$ cat src/rtl/fft_stage_controller.sv
// Stage sequencer for the 32-point radix-2 DIT FFT core: captures a frame, walks
// the five butterfly stages (issue, wait BF_LAT, write back) and hands the result off.
module fft_stage_controller #(
  parameter int BF_LAT = 2,
  parameter int CNT_W  = 8
) (
  input  logic             CLK,
  input  logic             RST,
  input  logic             start_valid,
  output logic             start_ready,
  input  logic             flush,
  output logic             load_en,
  output logic [2:0]       SB,
  output logic             bf_en,
  output logic             reg_en,
  output logic             busy,
  output logic             done_valid,
  input  logic             done_ready,
  output logic [CNT_W-1:0] frame_cnt
);

  typedef enum logic [1:0] {
    IDLE  = 2'd0,
    ISSUE = 2'd1,
    WAIT  = 2'd2,
    DONE  = 2'd3
  } state_t;

  localparam logic [3:0] LAT_LAST   = 4'(BF_LAT - 1);
  localparam logic [2:0] LAST_STAGE = 3'd4;

  state_t           state_q, state_d;
  logic [2:0]       stage_q, stage_d;
  logic [3:0]       cnt_q, cnt_d;
  logic [CNT_W-1:0] frame_cnt_q, frame_cnt_d;
  logic [2:0]       sb_q, sb_d;
  logic             bf_en_q, bf_en_d;
  logic             reg_en_q, reg_en_d;
  logic             busy_q, busy_d;
  logic             done_valid_q, done_valid_d;

  // The start handshake is combinational and held off while reset is asserted.
  assign start_ready = RST & (state_q == IDLE) & ~flush;
  assign load_en     = start_valid & start_ready;

  always_comb begin
    state_d     = state_q;
    stage_d     = stage_q;
    cnt_d       = cnt_q;
    frame_cnt_d = frame_cnt_q;

    case (state_q)
      IDLE: begin
        if (load_en) begin
          state_d = ISSUE;
          stage_d = 3'd0;
        end
      end
      ISSUE: begin
        cnt_d   = LAT_LAST;
        state_d = WAIT;
      end
      WAIT: begin
        if (cnt_q == 4'd0) begin
          if (stage_q == LAST_STAGE) begin
            state_d = DONE;
            stage_d = 3'd0;
          end else begin
            stage_d = stage_q + 3'd1;
            state_d = ISSUE;
          end
        end else begin
          cnt_d = cnt_q - 4'd1;
        end
      end
      DONE: begin
        if (done_valid_q && done_ready) begin
          frame_cnt_d = frame_cnt_q + CNT_W'(1);
          state_d     = IDLE;
        end
      end
      default: state_d = IDLE;
    endcase

    // Abort wins over every handshake and discards the in-flight frame.
    if (flush) begin
      state_d     = IDLE;
      stage_d     = 3'd0;
      cnt_d       = 4'd0;
      frame_cnt_d = frame_cnt_q;
    end
  end

  // Outputs are registered from the next state so they line up with the state they describe.
  always_comb begin
    bf_en_d      = (state_d == ISSUE);
    reg_en_d     = (state_d == WAIT) && (cnt_d == 4'd0);
    sb_d         = ((state_d == ISSUE) || (state_d == WAIT)) ? stage_d : 3'd0;
    busy_d       = (state_d != IDLE);
    done_valid_d = (state_d == DONE);
  end

  always_ff @(posedge CLK or negedge RST) begin
    if (!RST) begin
      state_q      <= IDLE;
      stage_q      <= 3'd0;
      cnt_q        <= 4'd0;
      frame_cnt_q  <= '0;
      sb_q         <= 3'd0;
      bf_en_q      <= 1'b0;
      reg_en_q     <= 1'b0;
      busy_q       <= 1'b0;
      done_valid_q <= 1'b0;
    end else begin
      state_q      <= state_d;
      stage_q      <= stage_d;
      cnt_q        <= cnt_d;
      frame_cnt_q  <= frame_cnt_d;
      sb_q         <= sb_d;
      bf_en_q      <= bf_en_d;
      reg_en_q     <= reg_en_d;
      busy_q       <= busy_d;
      done_valid_q <= done_valid_d;
    end
  end

  assign SB         = sb_q;
  assign bf_en      = bf_en_q;
  assign reg_en     = reg_en_q;
  assign busy       = busy_q;
  assign done_valid = done_valid_q;
  assign frame_cnt  = frame_cnt_q;

endmodule
$ cat config.mk
export PLATFORM = sky130hd
export DESIGN_NAME = fft_stage_controller
export DESIGN_NICKNAME = d
export VERILOG_FILES = /design/src/rtl/fft_stage_controller.sv
export SDC_FILE = /design/constraint.sdc
export NUM_CORES = 1
export LEC_CHECK = 0
export CAP_MARGIN = 20
export CORE_UTILIZATION = 52
export CTS_CLUSTER_SIZE = 8
export DETAILED_ROUTE_END_ITERATION = 16
export PLACE_DENSITY = 0.8
export REMOVE_ABC_BUFFERS = 1
export SLEW_MARGIN = 20
export SYNTH_ARGS = -nofsm -noshare
export SYNTH_HDL_FRONTEND = slang
export SYNTH_SLANG_ARGS = --single-unit
$ cat constraint.sdc
create_clock -name CLK -period 2.8 [get_ports CLK]
set_input_delay 0.56 -clock CLK [delete_from_list [all_inputs] [get_ports CLK]]
set_output_delay 0.56 -clock CLK [all_outputs]
set_load 0.005 [all_outputs]
==> qor.tcl <==
set qor(grt_usage_pct) 22.9
set qor(final_nets) 166
set qor(cts_setup_buffers) 0
set qor(report.final.slew_viol_count) 0
set qor(hp-class) {flip-flop to flip-flop}
set qor(grt_overflow_total) 0
set qor(placementRows) 17
set qor(drive_gt1_share_pct) 13.7
set qor(max_slew_margin_pct) 75.3
set qor(fillers) 181
set qor(r2r-start) {cnt_q[0]}
set qor(cellPowerDensity_mw_per_mm2) 660
set qor(crit_arrival_ns) 2.74
set qor(cts_hold_repair.buffers) 0
set qor(core_region_area_sq_mm) 0.00230
set qor(worst_skew_pair.late_latency_ns) 0.31
set qor(classification_of_the_worst_setup_path) {flip-flop to flip-flop}
set qor(startpoint_type) {flip-flop}
set qor(fin_hold_viols) 0
set qor(layout_commonest_cell) {dfrtp_1}
set qor(routed_via_density) 5.93
set qor(grt_max_degree) 25
set qor(switching_power_mw) 0.405
set qor(grt_pass1_wl_um) 4510
set qor(cp_max_fo) 6
set qor(rrSetupSlack_ns) 0.29
set qor(dp_cells) 171
set qor(grt_antenna_before_repair) 0
set qor(power.share.clock_pct) 13.7
set qor(cts_buffers) 3
set qor(floorplan.io_pins) 22
set qor(clk_tree_root_cell) {clkbuf_4}
set qor(synth_edf_count) 0
set qor(remaining_drc_errors) 0
set qor(hp-start) {frame_cnt[7]}
set qor(initial_core_util_pct) 57.7
set qor(post-synth-top-area-fraction_pct) 45.3
set qor(mostFrequentLayoutCells) {24 x dfrtp_1, 21 x clkdlybuf4s50_1, 13 x ha_1}
set qor(synth_cell_types) 47
set qor(r2r-end) {reg_en}
set qor(max_freq_ghz) 0.398
set qor(power.total_mw) 1.06
set qor(ant_nets) 0
set qor(synth_area_leader_cell) {dfrtp_1}
set qor(cts.reportedPaths.clkPinSlew_ns) 0.12
set qor(min_path_cells) 1
set qor(synth_ff_type) {dfrtp_1}
set qor(worst_ep_required_time_ns) 3.03
set qor(finalWirelength_um) 2730
set qor(rsz_0062_raised_after_global_routing) {false}
set qor(reg2regPathDepth) 10
set qor(n_antenna_cell) 0
set qor(post_synth.cell_area_avg_sq_um) 11.0
set qor(final.min_clock_period_ns) 2.51
set qor(gp_congestion) 0.886
set qor(pre_cts_slack_ns) 0.216
set qor(cts.repair.resized) 0
set qor(detail_route.iter0.violations) 56
set qor(dp_hpwl_um) 2100
set qor(hold-path-endpoint) {frame_cnt[7]}
set qor(switching_share_pct) 38.2
set qor(final.setup.tns_ns) 0
set qor(timing_worst_slew_pin_value_ns) 0.367
set qor(timing.critical_path.to_type) {flip-flop}
set qor(num_vias) 1031
set qor(post_synthesis_async_set_or_reset_flop_share_pct) 100
set qor(netlist_instances) 121
set qor(die_h_um) 52.5
set qor(cts_num_sinks) 24
set qor(synth.cell_area_sq_mm) 0.00133
set qor(vdd.ir_drop.worst_v) 0.000454
set qor(synth.yosys.warnings) 0
set qor(stdcell_count) 174
set qor(synth-seq-area-share_pct) 45.3
set qor(timing.final.setup_violations) 0
set qor(synth_register_bits) 24
set qor(wl_per_cell_um) 15.7
set qor(power.leakage_nw) 0.738
set qor(fp.dieArea_sq_mm) 0.00276
set qor(max_cap_violations) 0
set qor(first_global_vias) 975
set qor(power.share.sequential_pct) 39.7
set qor(i_o_buffers) 21
set qor(final.setup.worst_slack_ns) 0.286
set qor(comb_power_share_pct) 46.6
set qor(area_delta_synth_final_pct) 21.3
set qor(status) {finished, final reports clean}
set qor(fin_crit_sh_pct) 89.8
set qor(largest_cells_by_area_after_synthesis) {dfrtp_1 45%, ha_1 12%, xnor2_1 3.3%}
set qor(first_pass_iteration_count_of_the_detailed_router) 4
set qor(clock_tree.htree_level_count) 1
set qor(p_int_mw) 0.656
set qor(tritoncts) {built}
set qor(final.setup_skew_ns) 0.00682
set qor(fp.dieW_um) 52.5
set qor(ctsLongestPathBuffers) 2
[power by group through the flow]
stage	clock, mW	combinational [mW]	sequential, mW
2_1_floorplan	0	0.302	0.423
3_3_place_gp	0	0.465	0.426
3_5_place_dp	0	0.476	0.429
4_1_cts	0.151	0.478	0.421
5_1_grt	0.169	0.551	0.426
6_report	0.146	0.494	0.421
[Yosys cell counts (all sizes together), types with 3 or more instances]
library cell / instances
xnor2: 5
a22oi: 3
ha: 13
a21oi: 7
nor2: 6
nand4: 4
nand3: 3
inv: 12
nand2: 6
o21ai: 4
dfrtp: 24
[cell type report]
class                   instances  area [sq um]  share of cell area, %
repair buffers                 25           240                   14.9
multi-input cells              82           663                   41.2
well taps                      28          35.0                   2.18
inverters                      12          47.5                   2.95
flip-flops and latches         24           601                   37.3
clock buffers                   3          22.5                   1.40
[cell families after synthesis]
| group | after synthesis | synth area share (%) |
|---|---|---|
| AND/OR/NAND/NOR | 35 | 16.7 |
| AO/OA/AOI/OAI | 25 | 14.4 |
| flip-flops | 24 | 45.3 |
| buffers and inverters | 15 | 5.09 |
| adder cells (fa/ha/maj) | 13 | 12.3 |
| XOR/XNOR | 7 | 4.62 |
| multiplexers | 2 | 1.60 |
[state kept, by name, summed over array words and instances, names as in the netlist]
name,count
busy,1
reg_en,1
SB,3
cnt_q,4
state_q,2
frame_cnt,8
stage_q,3
done_valid,1
bf_en,1
[stage by stage]
| step | hold WS (ns) | util, % | cell area, sq um |
|---|---|---|---|
| after global placement | 0.460 | 68.8 | 1580 |
| after global routing | 0.509 | 70.0 | 1610 |
| final | 0.481 | 70.0 | 1610 |
| after floorplan | 0.264 | - | 1310 |
| after detailed placement | 0.465 | 68.8 | 1580 |
| after CTS | 0.486 | 69.8 | 1600 |
[worst max path at each step]
stage	startpoint	to	slack, ns
after floorplan	state_q[0]	reg_en	0.38
after global placement	RST	load_en	0.33
after detailed placement	flush	reg_en	0.22
after CTS	cnt_q[0]	reg_en	0.22
after global routing	state_q[0]	reg_en	0.12
final	cnt_q[0]	reg_en	0.29
[critical path, cell delays in order, from the launching register on]
cell and delay [ns]:
dfrtp_1 0.44, inv_1 0.10, ha_1 0.23, and4bb_1 0.38, a311o_1 0.23, a21oi_2 0.05
a211oi_2 0.30, ha_1 0.22, inv_1 0.04, a311oi_1 0.21, nor4b_2 0.23
[layer usage]
layer	global-route usage, %	up-vias	wire length, um
met3	2.61	7	191
met1	32.0	488	1240
met4	7.89	0	44
li1	-	482	-
met5	0	-	0
met2	36.5	54	1250
Power figures use the tool's default switching activity.
